## config.mk

```make
export PLATFORM = sky130hd
export DESIGN_NAME = serial_divider8_flat
export DESIGN_NICKNAME = d
export VERILOG_FILES = /design/src/rtl/serial_divider8_if.sv /design/src/rtl/serial_divider8.sv /design/src/flat_wrapper.sv
export SDC_FILE = /design/constraint.sdc
export NUM_CORES = 1
export LEC_CHECK = 0
export ABC_CLOCK_PERIOD_IN_PS = 5700
export CORE_ASPECT_RATIO = 0.75
export CORE_MARGIN = 4
export CORE_UTILIZATION = 28
export DETAILED_ROUTE_END_ITERATION = 7
export REMOVE_ABC_BUFFERS = 1
export SLEW_MARGIN = 20
export SYNTH_ARGS = -nofsm -noshare
export SYNTH_HDL_FRONTEND = slang
export SYNTH_SLANG_ARGS = --single-unit
```

## constraint.sdc

```tcl
create_clock -name clk -period 5.7 [get_ports clk]
set_input_delay 1.14 -clock clk [delete_from_list [all_inputs] [get_ports clk]]
set_output_delay 1.14 -clock clk [all_outputs]
set_load 0.05 [all_outputs]
```

## src/rtl/serial_divider8_if.sv

```systemverilog
// Handshake and result bundle for the 8-bit serial restoring divider.
// master issues requests and consumes results; slave is the divider itself.
interface serial_divider8_if;
  logic       start;
  logic [7:0] dividend;
  logic [7:0] divisor;
  logic       busy;
  logic       done;
  logic [7:0] quotient;
  logic [7:0] remainder;
  logic       N;
  logic       Z;
  logic       C;
  logic       V;

  modport master (
    output start, dividend, divisor,
    input  busy, done, quotient, remainder, N, Z, C, V
  );

  modport slave (
    input  start, dividend, divisor,
    output busy, done, quotient, remainder, N, Z, C, V
  );
endinterface

```

## src/rtl/serial_divider8.sv

```systemverilog
// 8-bit unsigned restoring divider, one quotient bit per cycle, MSB first.
// Divide-by-zero short-circuits to DONE with quotient FF and remainder = dividend.
module serial_divider8 (
  input  logic             clk,
  input  logic             rstn,
  serial_divider8_if.slave io
);

  typedef enum logic [1:0] {
    IDLE,
    CALC,
    DONE
  } state_t;

  state_t     state;
  logic [3:0] cnt;
  logic [8:0] pr;
  logic [7:0] acc;
  logic [7:0] dvs;

  // Partial remainder shifted left with the next dividend bit brought in.
  logic [9:0] shifted;
  logic [9:0] diff;
  logic       borrow;

  always_comb begin
    shifted = {pr, acc[7]};
    // Trial subtraction; the top bit is the borrow.
    diff    = shifted - {2'b00, dvs};
    borrow  = diff[9];
  end

  always_ff @(posedge clk) begin
    if (rstn) begin
      state        <= IDLE;
      cnt          <= '0;
      pr           <= '0;
      acc          <= '0;
      dvs          <= '0;
      io.busy      <= 1'b0;
      io.done      <= 1'b0;
      io.quotient  <= '0;
      io.remainder <= '0;
      io.N         <= 1'b0;
      io.Z         <= 1'b0;
      io.C         <= 1'b0;
      io.V         <= 1'b0;
    end else begin
      case (state)
        IDLE: begin
          io.done <= 1'b0;
          if (io.start) begin
            acc     <= io.dividend;
            dvs     <= io.divisor;
            pr      <= '0;
            cnt     <= '0;
            io.busy <= 1'b1;
            state   <= CALC;
          end
        end

        CALC: begin
          if (dvs == '0) begin
            // acc still holds the untouched dividend here.
            io.quotient  <= 8'hFF;
            io.remainder <= acc;
            io.N         <= 1'b1;
            io.Z         <= 1'b0;
            io.C         <= (acc != '0);
            io.V         <= 1'b1;
            io.done      <= 1'b1;
            state        <= DONE;
          end else if (cnt == 4'd8) begin
            io.quotient  <= acc;
            io.remainder <= pr[7:0];
            io.N         <= acc[7];
            io.Z         <= (acc == '0);
            io.C         <= (pr[7:0] != '0);
            io.V         <= 1'b0;
            io.done      <= 1'b1;
            state        <= DONE;
          end else begin
            pr  <= borrow ? shifted[8:0] : diff[8:0];
            acc <= {acc[6:0], ~borrow};
            cnt <= cnt + 4'd1;
          end
        end

        DONE: begin
          io.done <= 1'b0;
          io.busy <= 1'b0;
          state   <= IDLE;
        end

        default: begin
          io.done <= 1'b0;
          io.busy <= 1'b0;
          state   <= IDLE;
        end
      endcase
    end
  end

endmodule

```

## src/flat_wrapper.sv

```systemverilog
// flat-port wrapper written by rule: the top's interface ports become plain ports
module serial_divider8_flat 
  (clk, rstn, io_start, io_dividend, io_divisor, io_busy, io_done, io_quotient, io_remainder, io_N, io_Z, io_C, io_V);
  serial_divider8_if io_i ();
  input  logic clk;
  input  logic rstn;
  input wire logic [$bits(io_i.start)-1:0] io_start;
  input wire logic [$bits(io_i.dividend)-1:0] io_dividend;
  input wire logic [$bits(io_i.divisor)-1:0] io_divisor;
  output wire logic [$bits(io_i.busy)-1:0] io_busy;
  output wire logic [$bits(io_i.done)-1:0] io_done;
  output wire logic [$bits(io_i.quotient)-1:0] io_quotient;
  output wire logic [$bits(io_i.remainder)-1:0] io_remainder;
  output wire logic [$bits(io_i.N)-1:0] io_N;
  output wire logic [$bits(io_i.Z)-1:0] io_Z;
  output wire logic [$bits(io_i.C)-1:0] io_C;
  output wire logic [$bits(io_i.V)-1:0] io_V;
  assign io_i.start = io_start;
  assign io_i.dividend = io_dividend;
  assign io_i.divisor = io_divisor;
  assign io_busy = io_i.busy;
  assign io_done = io_i.done;
  assign io_quotient = io_i.quotient;
  assign io_remainder = io_i.remainder;
  assign io_N = io_i.N;
  assign io_Z = io_i.Z;
  assign io_C = io_i.C;
  assign io_V = io_i.V;
  serial_divider8 u_core (.clk(clk), .rstn(rstn), .io(io_i));
endmodule
```

Word level (Yosys, flattened, before mapping)

Index checks and enable logic that the tools add are counted.

Register bits after elaboration: 53
Input port bits: 19
Output and inout port bits: 22
Logic and storage cells: 69

$add $sub $neg: 2
Eq/ne operators: 6
Muxes and demuxes: 33
Bitwise logic cells: 2
Reductions and logical operators: 13

Operators by type and width:

| operator                                                                | count |
|---|---|
| 8-bit 2-to-1 mux                                                        | 7 |
| 9-bit 2-to-1 mux                                                        | 4 |
| 9-bit one-hot mux with 2 select lines                                   | 1 |
| 8-bit logical NOT                                                       | 2 |
| 8-bit one-hot mux with 2 select lines                                   | 1 |
| 8-bit nonzero test                                                      | 2 |
| 4-bit 2-to-1 mux                                                        | 3 |
| 1-bit 2-to-1 mux                                                        | 11 |
| 10-bit by 8-bit subtractor with 10-bit output                           | 1 |
| 4-bit one-hot mux with 2 select lines                                   | 1 |
| 2-bit AND reduction                                                     | 4 |
| 2-bit 2-to-1 mux                                                        | 3 |
| 2-bit inequality test, second input constant                            | 3 |
| 4-bit by 1-bit adder with 4-bit output, second input constant           | 1 |
| 4-bit == test, second input constant                                    | 1 |
| 2-bit one-hot mux with 2 select lines                                   | 1 |
| 4-bit AND reduction                                                     | 1 |
| 2-bit nonzero test                                                      | 2 |
| 3-bit by 1-bit inequality test with 1-bit output, second input constant | 1 |
| 2-bit by 1-bit == test with 1-bit output, second input constant         | 1 |
| 2-bit logical NOT                                                       | 1 |
| 1-bit NOT                                                               | 2 |
| 1-bit one-hot mux with 2 select lines                                   | 1 |
| 2-bit OR reduction                                                      | 1 |

Depth between registers and ports, before layout

Gate-level depths: netlist of run 1.

Depth in word-level cells: 5
Gate-level depth with buffers: 10
Depth with buffers taken out: 9

Least setup slack after synthesis of run 1

Ideal clock, no wire load.

Kind: reg-to-reg
Start point: reg u_core.acc[7]
End point: reg u_core.pr[8]
Library setup time: 0.117 ns
Arrival time: 2.169 ns
Required time: 5.583 ns
Slack: 3.414 ns
Stages on the path, launching flop included: 10
Cells stage by stage: dfxtp_1 > inv_1 > ha_1 > fa_1 > nor2b_1 > o21a_1 > o21a_1 > o211ai_1 > a2111o_1 > a32o_1

Longest elaborated chain between the ends: 5

RTL lines:

| element                                       | RTL line              | text |
|---|---|---|
| start: declaration                            | serial_divider8.sv:18 | `logic [7:0] acc;` |
| start signal: assignment                      | serial_divider8.sv:53 | `acc <= io.dividend;` |
| start signal: assignment                      | serial_divider8.sv:84 | `acc <= {acc[6:0], ~borrow};` |
| 10-bit by 8-bit subtractor with 10-bit output | serial_divider8.sv:29 | `diff = shifted - {2'b00, dvs};` |
| 9-bit 2-to-1 mux                              | serial_divider8.sv:83 | `pr <= borrow ? shifted[8:0] : diff[8:0];` |
| 9-bit 2-to-1 mux                              | serial_divider8.sv:73 | `end else if (cnt == 4'd8) begin` |
| 9-bit 2-to-1 mux                              | serial_divider8.sv:63 | `if (dvs == '0) begin` |
| 9-bit one-hot mux with 2 select lines         | serial_divider8.sv:49 | `case (state)` |
| end signal: assignment                        | serial_divider8.sv:83 |  |
| end: declaration                              | serial_divider8.sv:17 | `logic [8:0] pr;` |

No other way between the ends. The select of a mux whose other input is x is not followed.
A chain may end at the register's enable or synchronous reset.

Final worst setup path of run 1

Start point: reg u_core.dvs[6]
End point: reg u_core.pr[2]

Longest elaborated chain between the ends: 5
Elaborated cells between the ends (all ways): 8

RTL lines:

| element                                       | RTL line              | text |
|---|---|---|
| start: declaration                            | serial_divider8.sv:19 | `logic [7:0] dvs;` |
| start signal: assignment                      | serial_divider8.sv:54 | `dvs <= io.divisor;` |
| 10-bit by 8-bit subtractor with 10-bit output | serial_divider8.sv:29 |  |
| 9-bit 2-to-1 mux                              | serial_divider8.sv:83 |  |
| 9-bit 2-to-1 mux                              | serial_divider8.sv:73 |  |
| 9-bit 2-to-1 mux                              | serial_divider8.sv:63 |  |
| 9-bit one-hot mux with 2 select lines         | serial_divider8.sv:49 |  |

Several ways; a longest one is shown, not always the timed one. The select of a mux whose other input is x is not followed.

==> results.cfg, run 1 <==
[power_and_ir_drop]
pwr-share-seq_pct = 39.2
sw_frac_of_total_pct = 35.6
power_mw = 1.10
clockPowerShare_pct = 26.4
powerDensity_nw_per_um2 = 332
cellLeakagePower_nw = 1.20
peakVddDrop_mv = 0.109
switchingPower_mw = 0.390
combPwrFrac_pct = 34.5
p_int_mw = 0.706

[clocking]
post-cts-setup-buffer-count = 0
htree_levels = 2
cts_resized = 0
cts.sinks = 52
cts_hold_buf = 0
cts_tree = yes
clock-root-buffer = clkbuf_16
numCtsBuffers = 5
worstSkewPairLatency_ns = 0.29
cts_buffer_depth = 2
clk_pin_slew_ns = 0.07

[route]
routed_via_density = 4.90
wl_um = 6730
ant_nets = 0
via_count = 2398
routedWlPerCell_um = 13.8
drc = 0
firstDrtPassIters = 4
drt_iter0_drc = 146

[placement]
place_inst = 482
io_buffers = 40
dp_hpwl_um = 5010
gp_congestion = 0.801

[yosys]
ys_top_cells_by_area = dfxtp_1 (38%), nand2_1 (7.6%), nor2_1 (6.0%)
synth.avg_cell_area_um2 = 8.15
yosysWarningCount = 0
synth_top_area_share_pct = 38.5
synth-seq-cells = 52
yosysTopAreaCell = dfxtp_1
synth_ff_type = dfxtp_1
synth_edf_count = 0
yosysMostFrequentCell = nand2_1
seq_area_frac_synth_pct = 38.5
async_reset_ff_share_pct = 0
netlist_area_um2 = 2710
ys_types = 55
syn_inst = 332
ys_top_cells_by_count = nand2_1 (55), dfxtp_1 (52), nor2_1 (43)

[timing]
fin_worst_hold_slack_ns = 0.474
slew_headroom_pct = 37.9
setup_tns_ns = 0
rsz0062_at_grt = no
finalClockSkew_ns = 0.00570
finalHoldViolations = 0
setup_violations = 0
fin_crit_ns = 2.86
max_freq_mhz = 350
drv_slew = 0
fin_crit_sh_pct = 50.1
worst_pin_slew_ns = 0.932

[floorplan]
dieArea_um2 = 11300
die_y_um = 93.1
die_w_um = 121
core_region_area_um2 = 9230
pin_count = 41
rows = 30
start_util_pct = 29.3

[grt]
grt_usage_pct = 12.4
grt_max_degree = 39
grt_antenna_before_repair = 0
grt_pass1_wl_um = 11300
grt_pass1_vias = 2231
grt_overflow = 0

[setup_path]
regToRegSetupSlack_ns = 2.84
cp_max_fo = 11
r2r_cells = 8
crit_required_ns = 5.90
cp_data_arrival_time_ns = 3.06
rr_startpoint = u_core.dvs[6]$_SDFFE_PP0P_
endpoint_kind = flip-flop
crit_type = reg -> reg
start_kind = flip-flop
r2r-end = u_core.pr[2]$_SDFFE_PP0P_

[cells_and_area]
multi_input_area_um2 = 1510
finish.utilization_pct = 35.7
fill_cells = 997
antenna_cells = 0
seqCellArea_um2 = 1040
drive_gt1_share_pct = 6.37
final_nets = 391
final-instance-count-excl-fill = 489
area_delta_synth_final_pct = 22.0

[run]
maxCapViolations = 0

[status]
status = complete, no violations

[hold_path]
hold_path_end = u_core.io.busy$_SDFFE_PP0P_
hold_start = u_core.io.busy$_SDFFE_PP0P_
holdPathStages = 2
hold_class = reg -> reg
-- sequential cells by signal, summed over array words and instances, names as in the netlist --
name and cells:
u_core.io.Z 1, u_core.io.C 1, u_core.io.done 1, u_core.io.V 1, u_core.acc 8, u_core.io.busy 1
u_core.state 2, u_core.io.remainder 8, u_core.pr 9, u_core.io.quotient 7, u_core.io.N 1, u_core.cnt 4
u_core.dvs 8
-- power by group through the flow --
stage	Sequential, mW	Clock, mW	Combinational, mW
after detailed placement	0.437	0	0.377
after floorplan	0.475	0	0.231
after global placement	0.436	0	0.374
final	0.429	0.289	0.378
after CTS	0.429	0.296	0.379
after global routing	0.435	0.313	0.418
-- worst max path at each step --
stage / from / to / slack [ns] / depth (start not counted)
2_1_floorplan: u_core.dvs[6]$_SDFFE_PP0P_ / u_core.pr[0]$_SDFFE_PP0P_ / 3.30 / 8
3_3_place_gp: io_start / u_core.cnt[3]$_SDFFE_PP0P_ / 2.72 / 6
3_5_place_dp: io_start / u_core.cnt[3]$_SDFFE_PP0P_ / 2.66 / 6
4_1_cts: u_core.dvs[6]$_SDFFE_PP0P_ / u_core.pr[4]$_SDFFE_PP0P_ / 2.88 / 8
5_1_grt: u_core.pr[4]$_SDFFE_PP0P_ / u_core.pr[4]$_SDFFE_PP0P_ / 2.66 / 7
6_report: u_core.dvs[6]$_SDFFE_PP0P_ / u_core.pr[2]$_SDFFE_PP0P_ / 2.84 / 8
-- cell type report --
type / count / area share, %
flip-flops and latches: 52 / 31.6
repair buffers: 42 / 12.4
well taps: 128 / 4.85
clock inverters: 1 / 0.152
clock buffers: 6 / 3.91
inverters: 13 / 1.48
multi-input cells: 247 / 45.6
-- critical path, stage by stage (launching register included) --
cell	delay, ns
dfxtp_1	0.38
inv_1	0.09
ha_1	0.37
a21oi_2	0.09
o21ai_2	0.18
mux2_2	0.36
a311oi_2	0.80
mux2i_1	0.20
a211oi_1	0.29
-- layout by cell type, fill, tap and decap left out, types with 3 or more instances in the layout --
cell type	count
clkdlybuf4s50_1	39
a211oi_1	5
nor4_1	7
a311oi_1	14
a21oi_1	20
ha_1	10
xnor2_1	3
mux2i_1	6
o21a_1	6
o21ai_0	9
dfxtp_1	52
nand2b_1	3
xor2_1	4
inv_1	13
o211ai_1	4
nor2_1	43
nor2b_1	3
clkbuf_16	5
nand2_1	55
nor3_1	16
-- cell families after synthesis --
kind of cell / Yosys count / synth area share [%]
AOI/OAI and AO/OA: 75 / 20.2
muxes: 7 / 2.64
xor gates and xnor gates: 7 / 2.27
DFF: 52 / 38.5
and+or+nand+nor: 147 / 25.2
adders and majority gates: 11 / 5.37
buffers and inverters: 33 / 5.87
-- per-stage QoR --
step	cell area (um^2)	worst slack, ns
floorplan	2590	3.30
global placement	3170	2.72
detailed placement	3170	2.66
CTS	3300	2.88
global route	3300	2.66
finish	3300	2.84
-- metal layers --
metal  GRT usage, %  vias up  part of all wire [%]
li1               -     1236                     -
met1           19.3     1106                    54
met2           16.5       48                    40
met3           3.51        8                   5.2
met4           3.17        0                  0.82
met5              0        -                     0
Note: power is estimated with default switching activity, not from simulation.
==> run 2: changes to the inputs <==
--- a/config.mk
+++ b/config.mk
@@ -5,7 +5,7 @@
 export SDC_FILE = /design/constraint.sdc
 export NUM_CORES = 1
 export LEC_CHECK = 0
-export ABC_CLOCK_PERIOD_IN_PS = 5700
+export ABC_CLOCK_PERIOD_IN_PS = 2400
 export CORE_ASPECT_RATIO = 0.75
 export CORE_MARGIN = 4
 export CORE_UTILIZATION = 28
==> constraint.sdc (replaced) <==
create_clock -name clk -period 2.4 [get_ports clk]
set_input_delay 0.48 -clock clk [delete_from_list [all_inputs] [get_ports clk]]
set_output_delay 0.48 -clock clk [all_outputs]
set_load 0.05 [all_outputs]
==> results.cfg, run 2 (same netlist as run 1, synthesis figures left out) <==
[grt]
grt_usage_pct = 12.7
grt_overflow = 0
grt_max_degree = 34
grt_antenna_before_repair = 0
grt_pass1_vias = 2359
grt_pass1_wl_um = 11700

[setup_path]
cp_max_fo = 3
regToRegSetupSlack_ns = 0.13
crit_type = reg -> reg
rr_startpoint = u_core.acc[7]$_SDFFE_PP0P_
r2r_cells = 9
r2r-end = u_core.pr[8]$_SDFFE_PP0P_
start_kind = flip-flop
endpoint_kind = flip-flop
cp_data_arrival_time_ns = 2.45
crit_required_ns = 2.58

[timing]
max_freq_mhz = 440
fin_crit_sh_pct = 94.7
finalClockSkew_ns = 0.00938
setup_violations = 0
fin_crit_ns = 2.27
slew_headroom_pct = 65.6
drv_slew = 0
worst_pin_slew_ns = 0.514
finalHoldViolations = 0

[floorplan]
core_region_area_um2 = 9230
dieArea_um2 = 11300
start_util_pct = 29.3
die_w_um = 121
rows = 30
pin_count = 41
die_y_um = 93.1

[cells_and_area]
finish.utilization_pct = 37.9
drive_gt1_share_pct = 13.5
seqCellArea_um2 = 1040
final_cell_mix = nand2_1 (55), dfxtp_1 (51), nor2_1 (43)
multi_input_area_um2 = 1520
largest_reg_flops = 9
area_delta_synth_final_pct = 29.3
antenna_cells = 0
regMostFlops = u_core.pr
final_common_cell = nand2_1
final_nets = 415
fill_cells = 962

[clocking]
cts_hold_buf = 0
cts.sinks = 52
cts_buffer_depth = 2
cts_tree = yes
numCtsBuffers = 5
clk_pin_slew_ns = 0.07
worstSkewPairLatency_ns = 0.29
htree_levels = 2
clock-root-buffer = clkbuf_16

[status]
status = complete, no violations

[route]
via_count = 2519
routed_via_density = 4.91
drc = 0
ant_nets = 0
routedWlPerCell_um = 13.9
firstDrtPassIters = 4
drt_iter0_drc = 180
wl_um = 7110

[power_and_ir_drop]
peakVddDrop_mv = 0.417
powerDensity_nw_per_um2 = 782
cellLeakagePower_nw = 1.32
power_mw = 2.73

[hold_path]
hold_class = reg -> reg
hold_path_end = u_core.dvs[2]$_SDFFE_PP0P_
holdPathStages = 2
hold_start = u_core.dvs[2]$_SDFFE_PP0P_

[placement]
dp_hpwl_um = 5360
io_buffers = 40
gp_congestion = 0.926

[run]
maxCapViolations = 0
==> run 2: cell types whose count changed in the layout (fill, tap and decap cells not counted), sizes merged <==
cell	change
clkbuf	-1
buf	+24
clkinvlp	+1
==> run 2: worst max path at each step <==
stage	startpoint	to	depth (start not counted)
after floorplan	u_core.dvs[6]$_SDFFE_PP0P_	u_core.pr[0]$_SDFFE_PP0P_	8
after global placement	u_core.acc[7]$_SDFFE_PP0P_	u_core.pr[8]$_SDFFE_PP0P_	9
after detailed placement	u_core.acc[7]$_SDFFE_PP0P_	u_core.pr[8]$_SDFFE_PP0P_	9
after CTS	u_core.acc[7]$_SDFFE_PP0P_	u_core.pr[8]$_SDFFE_PP0P_	9
after global routing	u_core.acc[7]$_SDFFE_PP0P_	u_core.pr[8]$_SDFFE_PP0P_	9
final	u_core.acc[7]$_SDFFE_PP0P_	u_core.pr[8]$_SDFFE_PP0P_	9
==> run 2: worst max-delay path, cell delays in order (launching register included) <==
cell,delay [ns]
dfxtp_2,0.34
inv_1,0.06
ha_1,0.21
fa_2,0.40
nor2b_4,0.14
o21a_1,0.14
o21a_1,0.13
o211ai_1,0.08
a2111o_1,0.41
a32o_1,0.25
==> run 2: per-stage QoR <==
step	cell area (um^2)	hold WS (ns)	std cells	worst slack, ns	TNS (ns)
finish	3500	0.482	513	0.127	0
CTS	3460	0.477	510	0.0300	0
global route	3500	0.514	513	-0.00994	-0.0168
global placement	3320	0.463	503	0.106	0
detailed placement	3320	0.469	503	0.0559	0
floorplan	2590	0.438	312	0.00251	0
==> run 2: per-layer routing <==
layer	vias up	track usage, %	part of all wire (%)
li1	1281	-	-
met1	1171	20.2	53
met2	64	17.2	40
met3	3	3.26	6.7
met4	0	1.77	0.27
met5	-	0	0
==> run 2: final cells by class <==
class | count | area share (%)
multi-input cells | 247 | 43.4
flip-flops and latches | 52 | 29.8
repair buffers | 66 | 16.9
well taps | 128 | 4.58
clock buffers | 5 | 3.58
inverters | 13 | 1.39
clock inverters | 2 | 0.358
==> run 2: what timing repair did <==
item / CTS / global route
endpoints found under the setup margin: 0 / 7
buffers inserted: 0 / 2
gates resized for setup: 0 / 6
hold endpoints to repair: 0 / 0
==> run 2: report_power, final <==
| part | switching [mW] | total, mW | internal [mW] |
|---|---|---|---|
| sequential | 0.0727 | 1.02 | 0.943 |
| clock | 0.308 | 0.687 | 0.379 |
| combinational | 0.580 | 1.03 | 0.453 |
==> run 3: changes to the inputs <==
--- a/config.mk
+++ b/config.mk
@@ -7,7 +7,7 @@
 export LEC_CHECK = 0
 export ABC_CLOCK_PERIOD_IN_PS = 2400
 export CORE_ASPECT_RATIO = 0.75
-export CORE_MARGIN = 4
+export CORE_MARGIN = 2
 export CORE_UTILIZATION = 28
 export DETAILED_ROUTE_END_ITERATION = 7
 export REMOVE_ABC_BUFFERS = 1
==> results.cfg, run 3 (same netlist as run 1, synthesis figures left out) <==
[status]
status = complete, no violations

[clocking]
clock-root-buffer = clkbuf_16
numCtsBuffers = 5
cts_hold_buf = 0
cts_tree = yes
cts_buffer_depth = 2
cts.sinks = 52
htree_levels = 2
worstSkewPairLatency_ns = 0.29
clk_pin_slew_ns = 0.07

[route]
via_count = 2523
routedWlPerCell_um = 13.9
routed_via_density = 4.90
drt_iter0_drc = 191
ant_nets = 0
wl_um = 7150
firstDrtPassIters = 4
drc = 0

[run]
maxCapViolations = 0

[placement]
gp_congestion = 0.889
place_inst = 505
io_buffers = 40
dp_hpwl_um = 5260
place_ws_ns = 0.0419

[timing]
max_freq_mhz = 434
worst_pin_slew_ns = 0.717
fin_crit_ns = 2.30
slew_headroom_pct = 51.8
finalHoldViolations = 0
setup_ws_ns = 0.0977
setup_tns_ns = 0
fin_crit_sh_pct = 95.9
fin_worst_hold_slack_ns = 0.470
setup_violations = 0
finalClockSkew_ns = 0.00872
drv_slew = 0

[cells_and_area]
antenna_cells = 0
final_common_cell = nand2_1
regMostFlops = u_core.pr
final_nets = 412
area_delta_synth_final_pct = 32.3
drive_gt1_share_pct = 13.8
largest_reg_flops = 9
final_cell_mix = nand2_1 (55), dfxtp_1 (50), nor2_1 (43)
final-instance-count-excl-fill = 515

[floorplan]
die_y_um = 89.1
core_region_area_um2 = 9540
pin_count = 41
start_util_pct = 28.4
die_w_um = 117
rows = 31
dieArea_um2 = 10500

[setup_path]
crit_required_ns = 2.59
crit_start = u_core.acc[7]$_SDFFE_PP0P_
endpoint_kind = flip-flop
cp_data_arrival_time_ns = 2.50
start_kind = flip-flop
rr_startpoint = u_core.acc[7]$_SDFFE_PP0P_
cp_max_fo = 3
crit_type = reg -> reg

[grt]
grt_usage_pct = 13.5
grt_overflow = 0
grt_pass1_wl_um = 11500
grt_max_degree = 41
grt_pass1_vias = 2337
grt_antenna_before_repair = 0

[power_and_ir_drop]
sw_frac_of_total_pct = 34.6
clockPowerShare_pct = 27.8
pwr-share-seq_pct = 34.8
power_mw = 2.91
powerDensity_nw_per_um2 = 814
combPwrFrac_pct = 37.3
peakVddDrop_mv = 0.320
cellLeakagePower_nw = 1.34
switchingPower_mw = 1.01
p_int_mw = 1.90

[hold_path]
hold_start = u_core.dvs[6]$_SDFFE_PP0P_
hold_class = reg -> reg
run 3: timing repair:
item	4_1_cts	5_1_grt
setup buffers	0	1
setup endpoints to repair	0	8
gates resized for setup	0	12
run 3: critical path, cell delays in order, from the launching register on:
cell and delay [ns]:
dfxtp_1 0.36, inv_1 0.07, ha_1 0.22, fa_2 0.39, nor2b_4 0.13, o21a_1 0.16, o21a_1 0.15, o211ai_1 0.09
a2111o_1 0.41, a32o_1 0.25
run 3: power by group through the flow:
stage                     Combinational, mW  Sequential, mW  Clock [mW]
after floorplan                       0.549            1.13           0
after global placement                0.980            1.03           0
after detailed placement              0.990            1.03           0
after CTS                             0.996            1.01       0.828
after global routing                   1.18            1.03       0.863
final                                  1.09            1.02       0.810
run 3: area by class of cell:
cell class | instances | area, um^2
Clock inverter | 3 | 42.5
Tap cell | 132 | 165
Timing Repair Buffer | 63 | 597
Inverter | 13 | 48.8
Multi-Input combinational cell | 247 | 1560
Clock buffer | 5 | 125
Sequential cell | 52 | 1040
Fill cell | 1004 | 5960
run 3: per-layer routing:
metal / GRT usage (%) / up-vias / part of all wire, %
met2: 20.6 / 55 / 42
met4: 2.08 / 0 / 0
li1: - / 1271 / -
met1: 19.6 / 1197 / 54
met5: 0 / - / 0
met3: 3.57 / 0 / 4.2
run 3: worst paths after layout:
check | slack (ns) | cells after the start | end
worst min-delay path | 0.47 | 2 | u_core.dvs[6]$_SDFFE_PP0P_
worst max-delay path | 0.1 | 9 | u_core.pr[8]$_SDFFE_PP0P_
worst min register to register | 0.47 | 2 | u_core.dvs[6]$_SDFFE_PP0P_
worst max register to register | 0.1 | 9 | u_core.pr[8]$_SDFFE_PP0P_
run 3: per-stage QoR:
step           instance area [um^2]  util [%]
2_1_floorplan                  2590         -
4_1_cts                        3510      36.7
6_report                       3580      37.5
3_3_place_gp                   3340      35.0
5_1_grt                        3580      37.5
3_5_place_dp                   3340      35.0
